[src/rtl/vx_mem_perf_monitor_if.sv]
// Memory request/response handshake bundle observed by vx_mem_perf_monitor.
// master: cluster side driving requests and accepting responses.
// slave: memory side accepting requests and returning responses.
// monitor: passive observer, every signal is an input.
interface vx_mem_perf_monitor_if #(
    parameter int NUM_REQS = 1
);
    logic [NUM_REQS-1:0] mem_req_valid;
    logic [NUM_REQS-1:0] mem_req_ready;
    logic [NUM_REQS-1:0] mem_req_rw;
    logic [NUM_REQS-1:0] mem_rsp_valid;
    logic [NUM_REQS-1:0] mem_rsp_ready;

    modport master (
        output mem_req_valid,
        output mem_req_rw,
        output mem_rsp_ready,
        input  mem_req_ready,
        input  mem_rsp_valid
    );

    modport slave (
        input  mem_req_valid,
        input  mem_req_rw,
        input  mem_rsp_ready,
        output mem_req_ready,
        output mem_rsp_valid
    );

    modport monitor (
        input mem_req_valid,
        input mem_req_ready,
        input mem_req_rw,
        input mem_rsp_valid,
        input mem_rsp_ready
    );
endinterface

[src/rtl/vx_mem_perf_monitor.sv]
// Passive memory performance monitor.
// Counts accepted reads and writes on every request port and, when
// MEM_PERF_LATENCY_EN is defined, tracks outstanding reads and accumulates
// them every cycle into a total read latency. Without MEM_PERF_LATENCY_EN
// the tracker and accumulator are absent and mem_latency / pend_err read 0.
module vx_mem_perf_monitor #(
    parameter int NUM_REQS  = 1,
    parameter int CTR_BITS  = 44,
    parameter int PEND_BITS = 8
) (
    input  logic                        clk,
    input  logic                        reset,
    input  logic                        perf_clear,
    vx_mem_perf_monitor_if.monitor      bus,
    output logic [CTR_BITS-1:0]         mem_reads,
    output logic [CTR_BITS-1:0]         mem_writes,
    output logic [CTR_BITS-1:0]         mem_latency,
    output logic                        pend_err
);

    localparam int CNT_W = $clog2(NUM_REQS + 1);

    function automatic logic [CNT_W-1:0] popcount(input logic [NUM_REQS-1:0] bits);
        logic [CNT_W-1:0] c;
        c = '0;
        for (int i = 0; i < NUM_REQS; i++) begin
            c = c + CNT_W'(bits[i]);
        end
        return c;
    endfunction

    logic [NUM_REQS-1:0] req_fire;
    logic [NUM_REQS-1:0] rd_fire;
    logic [NUM_REQS-1:0] wr_fire;
    logic [CNT_W-1:0]    nr;
    logic [CNT_W-1:0]    nw;

    assign req_fire = bus.mem_req_valid & bus.mem_req_ready;
    assign rd_fire  = req_fire & ~bus.mem_req_rw;
    assign wr_fire  = req_fire &  bus.mem_req_rw;
    assign nr       = popcount(rd_fire);
    assign nw       = popcount(wr_fire);

    // Request counters; clear discards the current cycle's increments.
    always_ff @(posedge clk) begin
        if (reset || perf_clear) begin
            mem_reads  <= '0;
            mem_writes <= '0;
        end else begin
            mem_reads  <= mem_reads  + CTR_BITS'(nr);
            mem_writes <= mem_writes + CTR_BITS'(nw);
        end
    end

`ifdef MEM_PERF_LATENCY_EN
    // Sum is kept wide enough that pending_max + NUM_REQS cannot wrap,
    // so overflow is never mistaken for underflow.
    localparam int SW = PEND_BITS + CNT_W + 1;
    localparam logic signed [SW-1:0] PEND_MAX_S = SW'({PEND_BITS{1'b1}});

    logic [NUM_REQS-1:0]   rsp_fire;
    logic [CNT_W-1:0]      ns;
    logic [PEND_BITS-1:0]  pending;
    logic [PEND_BITS-1:0]  pend_next;
    logic signed [SW-1:0]  pend_sum;
    logic                  pend_fault;

    assign rsp_fire = bus.mem_rsp_valid & bus.mem_rsp_ready;
    assign ns       = popcount(rsp_fire);

    // Next outstanding-read count with clamp at both ends.
    always_comb begin
        pend_sum   = SW'(pending) + SW'(nr) - SW'(ns);
        pend_next  = pend_sum[PEND_BITS-1:0];
        pend_fault = 1'b0;
        if (pend_sum[SW-1]) begin
            pend_next  = '0;
            pend_fault = 1'b1;
        end else if (pend_sum > PEND_MAX_S) begin
            pend_next  = '1;
            pend_fault = 1'b1;
        end
    end

    // Tracker survives perf_clear so in-flight reads still retire cleanly;
    // the accumulator adds the pre-update pending value.
    always_ff @(posedge clk) begin
        if (reset) begin
            pending     <= '0;
            mem_latency <= '0;
            pend_err    <= 1'b0;
        end else begin
            pending <= pend_next;
            if (perf_clear) begin
                mem_latency <= '0;
                pend_err    <= 1'b0;
            end else begin
                mem_latency <= mem_latency + CTR_BITS'(pending);
                pend_err    <= pend_err | pend_fault;
            end
        end
    end
`else
    logic unused_rsp;

    assign unused_rsp  = ^{bus.mem_rsp_valid, bus.mem_rsp_ready};
    assign mem_latency = '0;
    assign pend_err    = 1'b0;
`endif

endmodule

[src/flat_wrapper.sv]
// flat-port wrapper written by rule: the top's interface ports become plain ports
module vx_mem_perf_monitor_flat 
#(
    parameter int NUM_REQS  = 1,
    parameter int CTR_BITS  = 44,
    parameter int PEND_BITS = 8
)
  (clk, reset, perf_clear, mem_reads, mem_writes, mem_latency, pend_err, bus_mem_req_valid, bus_mem_req_ready, bus_mem_req_rw, bus_mem_rsp_valid, bus_mem_rsp_ready);
  vx_mem_perf_monitor_if #(.NUM_REQS(NUM_REQS)) bus_i ();
  input  logic clk;
  input  logic reset;
  input  logic perf_clear;
  output logic [CTR_BITS-1:0] mem_reads;
  output logic [CTR_BITS-1:0] mem_writes;
  output logic [CTR_BITS-1:0] mem_latency;
  output logic pend_err;
  input wire logic [$bits(bus_i.mem_req_valid)-1:0] bus_mem_req_valid;
  input wire logic [$bits(bus_i.mem_req_ready)-1:0] bus_mem_req_ready;
  input wire logic [$bits(bus_i.mem_req_rw)-1:0] bus_mem_req_rw;
  input wire logic [$bits(bus_i.mem_rsp_valid)-1:0] bus_mem_rsp_valid;
  input wire logic [$bits(bus_i.mem_rsp_ready)-1:0] bus_mem_rsp_ready;
  assign bus_i.mem_req_valid = bus_mem_req_valid;
  assign bus_i.mem_req_ready = bus_mem_req_ready;
  assign bus_i.mem_req_rw = bus_mem_req_rw;
  assign bus_i.mem_rsp_valid = bus_mem_rsp_valid;
  assign bus_i.mem_rsp_ready = bus_mem_rsp_ready;
  vx_mem_perf_monitor #(.NUM_REQS(NUM_REQS), .CTR_BITS(CTR_BITS), .PEND_BITS(PEND_BITS)) u_core (.clk(clk), .reset(reset), .perf_clear(perf_clear), .bus(bus_i), .mem_reads(mem_reads), .mem_writes(mem_writes), .mem_latency(mem_latency), .pend_err(pend_err));
endmodule
[config.mk]
export PLATFORM = sky130hd
export DESIGN_NAME = vx_mem_perf_monitor_flat
export DESIGN_NICKNAME = d
export VERILOG_FILES = /design/src/rtl/vx_mem_perf_monitor_if.sv /design/src/rtl/vx_mem_perf_monitor.sv /design/src/flat_wrapper.sv
export SDC_FILE = /design/constraint.sdc
export NUM_CORES = 1
export LEC_CHECK = 0
export CORE_MARGIN = 2
export CORE_UTILIZATION = 50
export CTS_BUF_LIST = sky130_fd_sc_hd__clkbuf_16
export DETAILED_ROUTE_END_ITERATION = 6
export GPL_TIMING_DRIVEN = 0
export PLACE_DENSITY = 0.88
export SYNTH_ARGS = -nofsm -noshare
export SYNTH_HDL_FRONTEND = slang
export SYNTH_SLANG_ARGS = --single-unit
[constraint.sdc]
create_clock -name clk -period 3.9 [get_ports clk]
set_clock_uncertainty 0.2 [all_clocks]
set_input_delay 0.585 -clock clk [delete_from_list [all_inputs] [get_ports clk]]
set_output_delay 0.585 -clock clk [all_outputs]
set_load 0.02 [all_outputs]
==> qor.yml, run 1 <==
layout:
  n_fill_cell: 647
  design_area_mm2: 0.005886
  multi_input_area_mm2: 0.002328
  final_cell_count_no_fill: 778
  seq_area_mm2: 0.001762
  fin_util_pct: 70.92
  area_delta_synth_final_pct: 35.64
  drive_gt1_share_pct: 9.807
  antenna_cells: 0
  fin_nets: 680
place:
  post_dp_cell_area_mm2: 0.005567
  dpl.cell_count: 762
  place_ws_ps: 399.6
  place_congestion: 0.8995
  io_buffers: 93
  place_hpwl_um: 8032
routing:
  drt_iter0_markers: 278
  num_vias: 4178
  wire_per_inst_um: 14.37
  drc_errors: 0
  postRouteAntennaNets: 0
  dr.pass1.iters: 5
  wl_um: 11180
  viasPerCell: 5.370
floorplanning:
  dieWidth_um: 97.16
  fp.dieH_um: 97.16
  boundaryPins: 141
  coreArea_mm2: 0.008299
  rows: 33
  die-area_mm2: 0.009439
  initial_core_util_pct: 52.28
timing:
  min_period_over_period_pct: 86.17
  finalSetupTns_ps: 0
  rsz0062_at_grt: "false"
  setup_slack_ps: 539.4
  hold_violations: 0
  setup_violations: 0
  holdWs_ps: 279.0
  relSlewSlack_pct: 40.64
  worstMarginPinSlew_ps: 882.2
  fin_crit_ps: 3361
  max_freq_ghz: 0.2976
  slew_violations: 0
clocking:
  hold_buffers: 0
  clk_latency_ps: 340
  cts_tree: "done"
  clkTransAtPathRegs_ps: 60
  ctsResizeCount: 0
  cts-root-buf: "clkbuf_16"
  clock_sinks: 88
  cts_buffer_depth: 2
  h-tree-depth: 3
  cts_buffers: 9
  cts_setup_buffers: 0
logic_synthesis:
  synth_area_leaders: "dfxtp_1 (41%), xor2_1 (8.7%), buf_4 (7.8%)"
  synth_top_area_share_pct: 40.60
  synth_top_area_cell: "dfxtp_1"
  avgSynthCellArea_um2: 8.345
  synthArstFlopShare_pct: 0
  ys_types: 30
  synth_ff_type: "dfxtp_1"
  synth_cells: 520
  ys_seq_elements: 88
  synth_area_mm2: 0.004339
  synth_warnings: 0
  ys_seq_area_share_pct: 40.60
  synth_edf_count: 0
pwr:
  p_per_area_mw_per_mm2: 328.3
  total_power_mw: 1.932
  vdd_drop_max_uv: 218.2
  p_leak_nw: 2.107
critical_path:
  crit_path_end_kind: "flip-flop"
  r2r_start: "u_core.mem_reads[0]$_SDFF_PP0_"
  reg2reg_slack_ps: 1110
  critPathMaxStageDelay_ps: 690
  critPathArrivalTime_ps: 3370
  cp_max_fo: 10
  required_ps: 3910
  critPathLaunchType: "input pin"
  ff2ff_path_depth: 8
  crit_buf_inv: 3
  reg2reg_to: "u_core.mem_reads[22]$_SDFF_PP0_"
  crit_chain: "clkdlybuf4s50_1 > nand2_1 > nor2_1 > ha_1 > ha_1 > inv_1 > nor4_1 > clkbuf_1 > nand4_1 > xor2_1 > nor2_1"
  slowest_stage: "nor4_1"
  cp_top_family: "simple AND/OR/NAND/NOR gates"
  path_class: "in -> reg"
min_path:
  hold_path_class: "reg -> reg"
  hp-start: "u_core.mem_reads[43]$_SDFF_PP0_"
  hold_end: "u_core.mem_reads[43]$_SDFF_PP0_"
  whs_path_depth: 2
global_routing:
  grt-ovfl-total: 0
  grt_pass1_vias: 3994
  grt_pass1_wl_um: 18560
  grt_start_max_net_pins: 16
  antenna_found_initial: 0
  grt_use_total_pct: 23.39
run_status:
  status: "completed"
job:
  max_cap_viol_count: 0
cell usage in the layout, fill, tap and decap left out, types with 2 or more instances in the layout:
cell             Yosys  layout
clkdlybuf4s50_1      0      93
dfxtp_1             88      88
nor2_1              80      80
buf_4               45      45
conb_1               1      45
xor2_1              43      43
nand2_1             39      39
nand3_1             37      37
nand4_1             29      29
xnor2_1             26      26
clkbuf_1            15      15
and3_1              13      13
o21ai_0             13      13
or3_1               13      13
a21oi_1             13      13
and4_1              12      12
nor4_1              11      11
nor3_1              11      11
and2_1               9       9
clkbuf_16            0       9
or4_1                4       4
ha_1                 4       4
inv_1                3       3
nand4_2              2       2
or4_4                2       2
bufinv_16            0       2
inv_6                0       2
power by group:
part	switching, mW	internal [mW]
clock network	0.368	0.563
registers	0.000355	0.899
logic	0.0633	0.0387
how the worst max path moves through the flow:
stage / start / to / slack, ps / cells past startpoint
2_1_floorplan: u_core.mem_writes[9]$_SDFF_PP0_ / u_core.mem_writes[42]$_SDFF_PP0_ / 1340 / 5
3_5_place_dp: bus_mem_req_valid / u_core.mem_reads[28]$_SDFF_PP0_ / 400 / 11
4_1_cts: bus_mem_req_valid / u_core.mem_reads[22]$_SDFF_PP0_ / 660 / 11
5_1_grt: bus_mem_req_valid / u_core.mem_reads[22]$_SDFF_PP0_ / 400 / 11
6_report: bus_mem_req_valid / u_core.mem_reads[22]$_SDFF_PP0_ / 540 / 11
3_3_place_gp: bus_mem_req_valid / u_core.mem_reads[28]$_SDFF_PP0_ / 540 / 11
routing by layer:
layer | GRT usage [%] | vias to the layer above | share of wire, % | wire length [um]
met3 | 5.036 | 27 | 8.6 | 962
met4 | 10.29 | 0 | 2.0 | 228
met2 | 39.69 | 214 | 49 | 5437
met1 | 28.49 | 1934 | 41 | 4548
li1 | - | 2003 | - | -
met5 | 0 | - | 0 | 0
registers in the layout (all words and copies together), names as in the netlist:
| name | flops |
|---|---|
| u_core.mem_reads | 44 |
| u_core.mem_writes | 44 |
cells by family (layout without fill, tap and decap cells):
family,after synthesis,count (layout),share of synthesized area [%]
and+or+nand+nor,266,266,31.52
AOI/OAI and AO/OA,27,27,3.172
buffers and inverters,65,174,9.544
xor gates and xnor gates,69,69,13.93
DFF,88,88,40.60
other,1,45,0.08642
adders and majority gates,4,4,1.153
worst register-to-register path: cells and delay by family, from the launching register on:
kind / cells / cell delay (ps)
XOR/XNOR: 1 / 200
adder cells (fa/ha/maj): 2 / 460
buffers and inverters: 2 / 540
flip-flops: 1 / 340
AND/OR/NAND/NOR: 3 / 950
layout make-up:
type	count	area share [%]
multi-input cells	411	39.56
inverters	3	0.1913
well taps	105	2.232
clock buffers	9	3.827
flip-flops and latches	88	29.93
repair buffers	93	15.82
clock inverters	7	1.594
plain buffers	62	6.845
synth_stat cells, types with 2 or more instances:
master	instances
nand4_2	2
xnor2_1	26
or3_1	13
o21ai_0	13
xor2_1	43
nand3_1	37
nor3_1	11
nor4_1	11
inv_1	3
dfxtp_1	88
nand4_1	29
and3_1	13
a21oi_1	13
ha_1	4
clkbuf_1	15
or4_1	4
and4_1	12
nor2_1	80
and2_1	9
nand2_1	39
buf_4	45
or4_4	2
Note: power is estimated with default switching activity, not from simulation.
==> inputs of run 2 (changes only) <==
--- a/config.mk
+++ b/config.mk
@@ -11,6 +11,7 @@
 export DETAILED_ROUTE_END_ITERATION = 6
 export GPL_TIMING_DRIVEN = 0
 export PLACE_DENSITY = 0.88
+export SKIP_CTS_REPAIR_TIMING = 1
 export SYNTH_ARGS = -nofsm -noshare
 export SYNTH_HDL_FRONTEND = slang
 export SYNTH_SLANG_ARGS = --single-unit
==> results of run 2 <==
No change in the layout: final DEF, timing and power equal those of run 1.
==> inputs of run 3 (changes only) <==
--- a/config.mk
+++ b/config.mk
@@ -6,11 +6,12 @@
 export NUM_CORES = 1
 export LEC_CHECK = 0
 export CORE_MARGIN = 2
-export CORE_UTILIZATION = 50
+export CORE_UTILIZATION = 44
 export CTS_BUF_LIST = sky130_fd_sc_hd__clkbuf_16
 export DETAILED_ROUTE_END_ITERATION = 6
 export GPL_TIMING_DRIVEN = 0
-export PLACE_DENSITY = 0.88
+export PLACE_DENSITY = 0.79
+export RECOVER_POWER = 25
 export SKIP_CTS_REPAIR_TIMING = 1
 export SYNTH_ARGS = -nofsm -noshare
 export SYNTH_HDL_FRONTEND = slang
==> qor.yml, run 3 (synthesized netlist as in run 1, its figures left out) <==
clocking:
  cts_tree: "done"
  cts-root-buf: "clkbuf_16"
  clk_latency_ps: 330  # about the same
  clock_sinks: 88  # unchanged
  cts_buffer_depth: 2  # unchanged
  cts_buffers: 9  # unchanged
  h-tree-depth: 3  # unchanged
  clkTransAtPathRegs_ps: 60  # about the same
critical_path:
  path_class: "in -> reg"
  required_ps: 3900  # about the same
  ff2ff_path_depth: 6  # -2
  critPathLaunchType: "input pin"
  cp_max_fo: 10  # unchanged
  crit_path_end_kind: "flip-flop"
  reg2reg_slack_ps: 1230  # +120 ps
  critPathArrivalTime_ps: 3220  # -150 ps
routing:
  drc_errors: 0  # unchanged
  wl_um: 10710  # -4.2%
  postRouteAntennaNets: 0  # unchanged
  num_vias: 4055  # -2.9%
  dr.pass1.iters: 5  # unchanged
  wire_per_inst_um: 13.29  # -7.5%
  drt_iter0_markers: 151  # -46%
  viasPerCell: 5.031  # -6.3%
global_routing:
  grt_pass1_wl_um: 17460  # -5.9%
  antenna_found_initial: 0  # unchanged
  grt_use_total_pct: 20.51  # -2.9 points
  grt_pass1_vias: 3836  # -4.0%
  grt-ovfl-total: 0  # unchanged
  grt_start_max_net_pins: 16  # unchanged
layout:
  design_area_mm2: 0.005897  # +0.19%
  final_cell_count_no_fill: 806  # +3.6%
  final_common_cell: "dfxtp_1"
  area_delta_synth_final_pct: 35.90
  fin_nets: 680  # unchanged
  mostFrequentLayoutCells: "dfxtp_1 (88), nor2_1 (80), clkdlybuf4s50_1 (52)"
  reg.largest.list: "u_core.mem_reads (44), u_core.mem_writes (44)"
  drive_gt1_share_pct: 9.807  # unchanged
  antenna_cells: 0  # unchanged
place:
  post_dp_cell_area_mm2: 0.005602  # +0.63%
  place_ws_ps: 395.4  # -4.237 ps
  io_buffers: 93  # unchanged
  place_congestion: 0.8412  # -6.5%
  place_hpwl_um: 7934  # -1.2%
  dpl.cell_count: 790  # +3.7%
timing:
  fin_crit_ps: 3221  # -139.3 ps
  finalSetupTns_ps: 0  # unchanged
  setup_violations: 0  # unchanged
  min_period_over_period_pct: 82.60  # -3.6 points
  max_freq_ghz: 0.3104  # +4.3%
  relSlewSlack_pct: 44.77  # +4.1 points
  hold_violations: 0  # unchanged
  rsz0062_at_grt: "false"
  worstMarginPinSlew_ps: 820.9  # -61.30 ps
  setup_slack_ps: 678.7  # +139.3 ps
  slew_violations: 0  # unchanged
floorplanning:
  rows: 36  # +9.1%
  die-area_mm2: 0.01067  # +13%
  initial_core_util_pct: 44.81  # -7.5 points
  dieWidth_um: 103.3  # +6.3%
  coreArea_mm2: 0.009684  # +17%
  fp.dieH_um: 103.3  # +6.3%
  boundaryPins: 141  # unchanged
pwr:
  p_leak_nw: 2.242  # +6.4%
  total_power_mw: 1.850  # -4.2%
  vdd_drop_max_uv: 194.9  # -11%
  p_per_area_mw_per_mm2: 313.8  # -4.4%
min_path:
  hold_path_class: "reg -> reg"
  whs_path_depth: 2  # unchanged
run_status:
  status: "completed"
job:
  max_cap_viol_count: 0  # unchanged
run 3: changes by cell type in the layout (fill, tap and decap cells not counted):
| cell | change |
|---|---|
| and2_0 | +2 |
| and2_1 | -2 |
| bufinv_16 | -1 |
| clkdlybuf4s50_1 | -41 |
| clkinv_2 | +1 |
| clkinv_4 | +2 |
| clkinvlp_4 | -1 |
| dlygate4sd3_1 | +41 |
| inv_6 | -1 |
run 3: critical path, cell delays in order:
cell,delay [ps]
dlygate4sd3_1,550
nand2_1,60
nor2_1,80
ha_1,210
ha_1,250
inv_1,70
nor4_1,530
clkbuf_1,460
nand4_1,170
xor2_1,190
nor2_1,60
run 3: metrics by stage:
| step | hold WS [ps] | utilization [%] |
|---|---|---|
| 3_5_place_dp | 273.3 | 57.84 |
| 5_1_grt | 306.8 | 60.89 |
| 3_3_place_gp | 246.6 | 57.84 |
| 6_report | 277.5 | 60.89 |
| 4_1_cts | 279.3 | 60.89 |
| 2_1_floorplan | 336.1 | - |
run 3: layout make-up:
class / instances / area, um^2
Fill cell: 845 / 3787
Multi-Input combinational cell: 411 / 2328
Sequential cell: 88 / 1762
Timing Repair Buffer: 93 / 930.9
Buffer: 62 / 402.9
Clock buffer: 9 / 225.2
Tap cell: 133 / 166.4
Clock inverter: 7 / 70.07
Inverter: 3 / 11.26
run 3: worst paths after layout:
check	startpoint	to
worst max-delay path	bus_mem_req_valid	u_core.mem_reads[34]$_SDFF_PP0_
worst min-delay path	u_core.mem_reads[43]$_SDFF_PP0_	u_core.mem_reads[43]$_SDFF_PP0_
worst max register to register	u_core.mem_reads[5]$_SDFF_PP0_	u_core.mem_reads[39]$_SDFF_PP0_
worst min register to register	u_core.mem_reads[43]$_SDFF_PP0_	u_core.mem_reads[43]$_SDFF_PP0_
run 3: power breakdown:
part | switching (mW) | total, mW | leakage [nW] | internal [mW]
combinational | 0.0639 | 0.102 | 1.39 | 0.0384
clock | 0.353 | 0.849 | 0.147 | 0.496
sequential | 0.000267 | 0.899 | 0.708 | 0.899
total | 0.417 | 1.85 | 2.24 | 1.43
run 3: layer usage:
layer	GRT usage, %	vias to the layer above	routed length (um)
met1	26.08	1892	4637
li1	-	2000	-
met4	8.907	0	111
met5	0	-	0
met2	33.92	151	5297
met3	4.032	12	664
